===== config.mk =====
export PLATFORM = sky130hd
export DESIGN_NAME = pdm_encoder
export DESIGN_NICKNAME = d
export VERILOG_FILES = /design/src/rtl/pdm_pkg.sv /design/src/rtl/pdm_sd_mod.sv /design/src/rtl/pdm_encoder.sv
export SDC_FILE = /design/constraint.sdc
export NUM_CORES = 1
export LEC_CHECK = 0
export CORE_ASPECT_RATIO = 1.4
export CORE_UTILIZATION = 54
export DETAILED_ROUTE_END_ITERATION = 6
export HOLD_SLACK_MARGIN = 0.02
export PLACE_DENSITY = 0.73
export SLEW_MARGIN = 40
export SYNTH_ARGS = -nofsm -noshare
export SYNTH_HDL_FRONTEND = slang
export SYNTH_SLANG_ARGS = --single-unit
export TNS_END_PERCENT = 100

===== constraint.sdc =====
create_clock -name clk -period 3.2 [get_ports clk]
set_input_delay 0.96 -clock clk [delete_from_list [all_inputs] [get_ports clk]]
set_output_delay 0.96 -clock clk [all_outputs]
set_load 0.02 [all_outputs]

===== src/rtl/pdm_pkg.sv =====
// Shared constants, sample-pair type and level clamp for the PDM encoder/decoder pair.
package pdm_pkg;

  localparam int FRAME_BITS     = 14;
  localparam int DATA_W         = 16;
  localparam int PDM_FULL_SCALE = 1 << FRAME_BITS;

  typedef struct packed {
    logic [DATA_W-1:0] lft;
    logic [DATA_W-1:0] rght;
  } pdm_pair_t;

  // Levels beyond one frame's worth of ones saturate at full scale.
  function automatic int clamp_level(input int level, input int full_scale);
    return (level > full_scale) ? full_scale : level;
  endfunction

endpackage


===== src/rtl/pdm_sd_mod.sv =====
// One-channel first-order sigma-delta modulator: clamp, phase-continuous accumulator, registered bit.
module pdm_sd_mod
  import pdm_pkg::*;
#(
  parameter int FRAME_BITS = pdm_pkg::FRAME_BITS
) (
  input  logic              clk,
  input  logic              rst,
  input  logic [DATA_W-1:0] level_i,
  output logic              pdm_o
);

  localparam int FULL = 1 << FRAME_BITS;

  logic [FRAME_BITS:0] level_c;
  logic [FRAME_BITS:0] acc_q;
  logic [FRAME_BITS:0] acc_d;
  logic                pdm_q;

  // The carry out of the fractional part is the output bit; the accumulator is never cleared.
  always_comb begin
    level_c = (FRAME_BITS+1)'(clamp_level(int'(level_i), FULL));
    acc_d   = {1'b0, acc_q[FRAME_BITS-1:0]} + level_c;
  end

  always_ff @(posedge clk) begin
    if (rst) begin
      acc_q <= '0;
      pdm_q <= 1'b0;
    end else begin
      acc_q <= acc_d;
      pdm_q <= acc_d[FRAME_BITS];
    end
  end

  assign pdm_o = pdm_q;

endmodule


===== src/rtl/pdm_encoder.sv =====
// Dual-channel PDM encoder: one-deep pending buffer, frame counter and per-channel modulators.
module pdm_encoder
  import pdm_pkg::*;
#(
  parameter int FRAME_BITS = pdm_pkg::FRAME_BITS
) (
  input  logic              clk,
  input  logic              rst,
  input  logic              smpl_vld,
  output logic              smpl_rdy,
  input  logic [DATA_W-1:0] lft_pcm,
  input  logic [DATA_W-1:0] rght_pcm,
  output logic              lft_PDM,
  output logic              rght_PDM,
  output logic              frame_strt,
  output logic              underrun
);

  logic [FRAME_BITS-1:0] cnt_q, cnt_d;
  logic                  pend_full_q, pend_full_d;
  pdm_pair_t             pend_q, pend_d;
  pdm_pair_t             act_q, act_d;
  logic                  strt_q, strt_d;
  logic                  under_q, under_d;
  logic                  boundary;
  logic                  accept;

  assign boundary = &cnt_q;
  assign accept   = smpl_vld && !pend_full_q;

  // No bypass: a pair accepted in the boundary cycle waits in pending for a whole frame.
  always_comb begin
    cnt_d       = cnt_q + 1'b1;
    pend_full_d = pend_full_q;
    pend_d      = pend_q;
    act_d       = act_q;
    strt_d      = boundary;
    under_d     = boundary && !pend_full_q;
    if (boundary && pend_full_q) begin
      act_d       = pend_q;
      pend_full_d = 1'b0;
    end
    if (accept) begin
      pend_d.lft  = lft_pcm;
      pend_d.rght = rght_pcm;
      pend_full_d = 1'b1;
    end
  end

  always_ff @(posedge clk) begin
    if (rst) begin
      cnt_q       <= '0;
      pend_full_q <= 1'b0;
      pend_q      <= '0;
      act_q       <= '0;
      strt_q      <= 1'b0;
      under_q     <= 1'b0;
    end else begin
      cnt_q       <= cnt_d;
      pend_full_q <= pend_full_d;
      pend_q      <= pend_d;
      act_q       <= act_d;
      strt_q      <= strt_d;
      under_q     <= under_d;
    end
  end

  pdm_sd_mod #(.FRAME_BITS(FRAME_BITS)) u_mod_lft (
    .clk    (clk),
    .rst    (rst),
    .level_i(act_q.lft),
    .pdm_o  (lft_PDM)
  );

  pdm_sd_mod #(.FRAME_BITS(FRAME_BITS)) u_mod_rght (
    .clk    (clk),
    .rst    (rst),
    .level_i(act_q.rght),
    .pdm_o  (rght_PDM)
  );

  assign smpl_rdy   = !pend_full_q;
  assign frame_strt = strt_q;
  assign underrun   = under_q;

endmodule


==> flow_metrics.env <==
export IMPL_antenna_found_initial=0
export IMPL_hpwlAfterDp_mm=7.29
export IMPL_setup_tns_final_ns=0
export IMPL_die_y_um=119
export IMPL_totalWireLength_mm=10.3
export IMPL_rows=42
export IMPL_synthDistinctLibCells=48
export IMPL_avgSynthCellArea_sq_um=8.24
export IMPL_hold_viol=0
export IMPL_clock_sinks=111
export IMPL_vdd_drop_max_mv=0.300
export IMPL_powerDensity_nw_per_um2=441
export IMPL_critPathLaunchType="register"
export IMPL_drtAntennaViolNets=0
export IMPL_ctsLongestPathBuffers=2
export IMPL_r2r_slack_ns=0.26
export IMPL_grt_setup_unrepaired="no"
export IMPL_slew_viol_final=0
export IMPL_numCtsBuffers=9
export IMPL_start_util_pct=55.7
export IMPL_clk_pin_slew_ns=0.08
export IMPL_io_pins=40
export IMPL_synthFlopType="dfxtp_1"
export IMPL_min_period_over_period_pct=91.9
export IMPL_grt_pass1_vias=4067
export IMPL_status="complete, no violations"
export IMPL_grt_use_total_pct=21.6
export IMPL_worstReg2RegEnd="u_mod_lft.acc_q[9]$_SDFF_PP0_"
export IMPL_crit_type="register to register"
export IMPL_async_flop_share_pct=0
export IMPL_synth_area_sq_um=5270
export IMPL_num_antenna_cells=0
export IMPL_fin_cells=778
export IMPL_rr_worst_depth=10
export IMPL_synthesis_instances=639
export IMPL_syn_nets=705
export IMPL_fillers=814
export IMPL_p_leak_nw=2.46
export IMPL_relSlewSlack_pct=53.9
export IMPL_cap_violations=0
export IMPL_hold_buffers=0
export IMPL_area_growth_pct=13.9
export IMPL_timing_rr_start="act_q[26]$_SDFFE_PP0P_"
export IMPL_core_sq_um=9460
export IMPL_worstPathMaxFanout=6
export IMPL_clockRootBuffer="clkbuf_16"
export IMPL_dieArea_sq_um=10200
export IMPL_max_freq_ghz=0.340
export IMPL_worstPathRequired_ns=3.43
export IMPL_grt_pass1_wl_mm=18.0
export IMPL_dr_first_iter_drc_count=183
export IMPL_ys_seq_area_share_pct=42.2
export IMPL_gp_congestion=0.842
export IMPL_period_needed_ns=2.94
export IMPL_worstHoldEndpoint="cnt_q[0]$_SDFF_PP0_"
export IMPL_dr_total_vias=4241
export IMPL_synth_edf_count=0
export IMPL_hold_class="register to register"
export IMPL_grt_ovfl_total=0
export IMPL_fin_skew_ns=0.00839
export IMPL_hold_path_startpoint="cnt_q[0]$_SDFF_PP0_"
export IMPL_routed_via_density=5.45
export IMPL_max_slew_worst_pin_slew_ns=0.692
export IMPL_post_cts_resized=0
export IMPL_crit_arrival_ns=3.17
export IMPL_yosysWarnings=0
export IMPL_clk_insertion_delay_late_ns=0.34
export IMPL_grt_start_max_net_pins=68
export IMPL_htreeDepth=3
export IMPL_io_buffers=39
export IMPL_layout_drive_gt1_share_pct=5.69
export IMPL_final_nets=729
export IMPL_wire_per_inst_um=13.2
export IMPL_drc=0
export IMPL_cp_end_kind="register"
export IMPL_ys_ff_latch=111
export IMPL_setup_viol=0
export IMPL_holdPathStages=1
export IMPL_post_cts_buffers=0
export IMPL_dr_pass1_iters=4
export IMPL_fp_dieW_um=85.5
export IMPL_tritoncts="built"
export IMPL_dp_cells=762
## sequential cells by signal, summed over array words and instances, names as in the netlist
register and flops:
u_mod_lft.pdm_o 1, frame_strt 1, u_mod_rght.acc_q 14, underrun 1
cnt_q 14, pend_full_q 1, u_mod_lft.acc_q 14, act_q 32
u_mod_rght.pdm_o 1, pend_q 32
## metrics by stage
stage / cell area (sq um) / util (%) / total power, mW / hold slack [ns] / setup WS (ns)
6_report: 6000 / 63.4 / 2.64 / 0.455 / 0.260
5_1_grt: 6000 / 63.4 / 2.74 / 0.469 / 0.0372
4_1_cts: 6000 / 63.4 / 2.68 / 0.458 / 0.259
3_5_place_dp: 5700 / 60.2 / 1.58 / 0.442 / 0.274
3_3_place_gp: 5700 / 60.2 / 1.58 / 0.431 / 0.327
2_1_floorplan: 5270 / - / 1.52 / 0.418 / 0.449
## worst max-delay path, stage by stage, from the launching register on
cell and delay, ns:
dfxtp_1 0.32, nor4_1 0.33, a41oi_1 0.29, nand2b_1 0.26, inv_1 0.07, ha_1 0.21
a21oi_1 0.25, o211ai_2 0.20, and3_1 0.23, a311oi_1 0.30, mux2_1 0.34
## final cells by class
cell class	count	area, sq um	share of cell area (%)
inverters	12	45.0	0.751
flip-flops and latches	111	2220	37.0
repair buffers	46	453	7.55
well taps	110	138	2.29
clock inverters	6	62.6	1.04
clock buffers	10	239	3.98
multi-input cells	483	2840	47.3
## cell families after synthesis
logic type	Yosys count	share of synthesized area, %
fa+ha+maj	31	7.65
xor+xnor	23	3.82
simple gates	290	25.5
compound gates	130	15.0
buf+inv	45	3.94
mux	9	1.90
flops	111	42.2
## worst max path at each step
| stage | start | endpoint | slack, ns | cells past startpoint |
|---|---|---|---|---|
| detailed placement | act_q[26]$_SDFFE_PP0P_ | u_mod_lft.acc_q[9]$_SDFF_PP0_ | 0.27 | 10 |
| finish | act_q[26]$_SDFFE_PP0P_ | u_mod_lft.acc_q[9]$_SDFF_PP0_ | 0.26 | 10 |
| floorplan | act_q[30]$_SDFFE_PP0P_ | u_mod_lft.acc_q[10]$_SDFF_PP0_ | 0.45 | 12 |
| CTS | act_q[26]$_SDFFE_PP0P_ | u_mod_lft.acc_q[9]$_SDFF_PP0_ | 0.26 | 10 |
| global route | act_q[26]$_SDFFE_PP0P_ | u_mod_lft.acc_q[13]$_SDFF_PP0_ | 0.04 | 10 |
| global placement | act_q[18]$_SDFFE_PP0P_ | u_mod_lft.acc_q[13]$_SDFF_PP0_ | 0.33 | 10 |
## cell usage in the layout (no fill, tap or decap), types with 10 or more instances in the layout
cell             instances
nand2_1                146
dfxtp_1                111
a21oi_1                 82
nor2_1                  42
nor2b_1                 42
clkdlybuf4s50_1         38
ha_1                    29
nor3_1                  14
xnor2_1                 13
inv_1                   12
nand3_1                 11
xor2_1                  10
a21o_1                  10
## report_power, final
part	switching, mW	leakage, nW	internal (mW)	total, mW
Combinational	0.0635	1.42	0.0618	0.125
Clock	0.527	0.148	0.569	1.10
Sequential	0.0153	0.900	1.41	1.42
Total	0.606	2.46	2.04	2.64
## layer usage
metal	up-vias	track usage, %	wire length [um]
met3	14	2.29	333
li1	2219	-	-
met1	1921	29.0	4890
met4	0	8.75	157
met2	87	35.4	4870
met5	-	0	0
## cells in the mapped netlist (5+ instances only)
library cell    n  area share, %
clkbuf_1       17            1.2
ha_1           29            6.9
nor3_1         14            1.3
xor2_1         10            1.7
o21a_1          6           0.86
buf_1           7           0.50
xnor2_1        13            2.2
nand2_1       146             10
and3_1          6           0.71
nor4_1          6           0.71
a21o_1         10            1.4
a21oi_1        82            7.8
o21ai_0         8           0.76
nand3_1        11            1.0
mux2_1          5            1.1
dfxtp_1       111             42
nor2b_1        43            5.1
nor2_1         42            3.0
inv_1          12           0.86
Note: power is estimated with default switching activity, not from simulation.
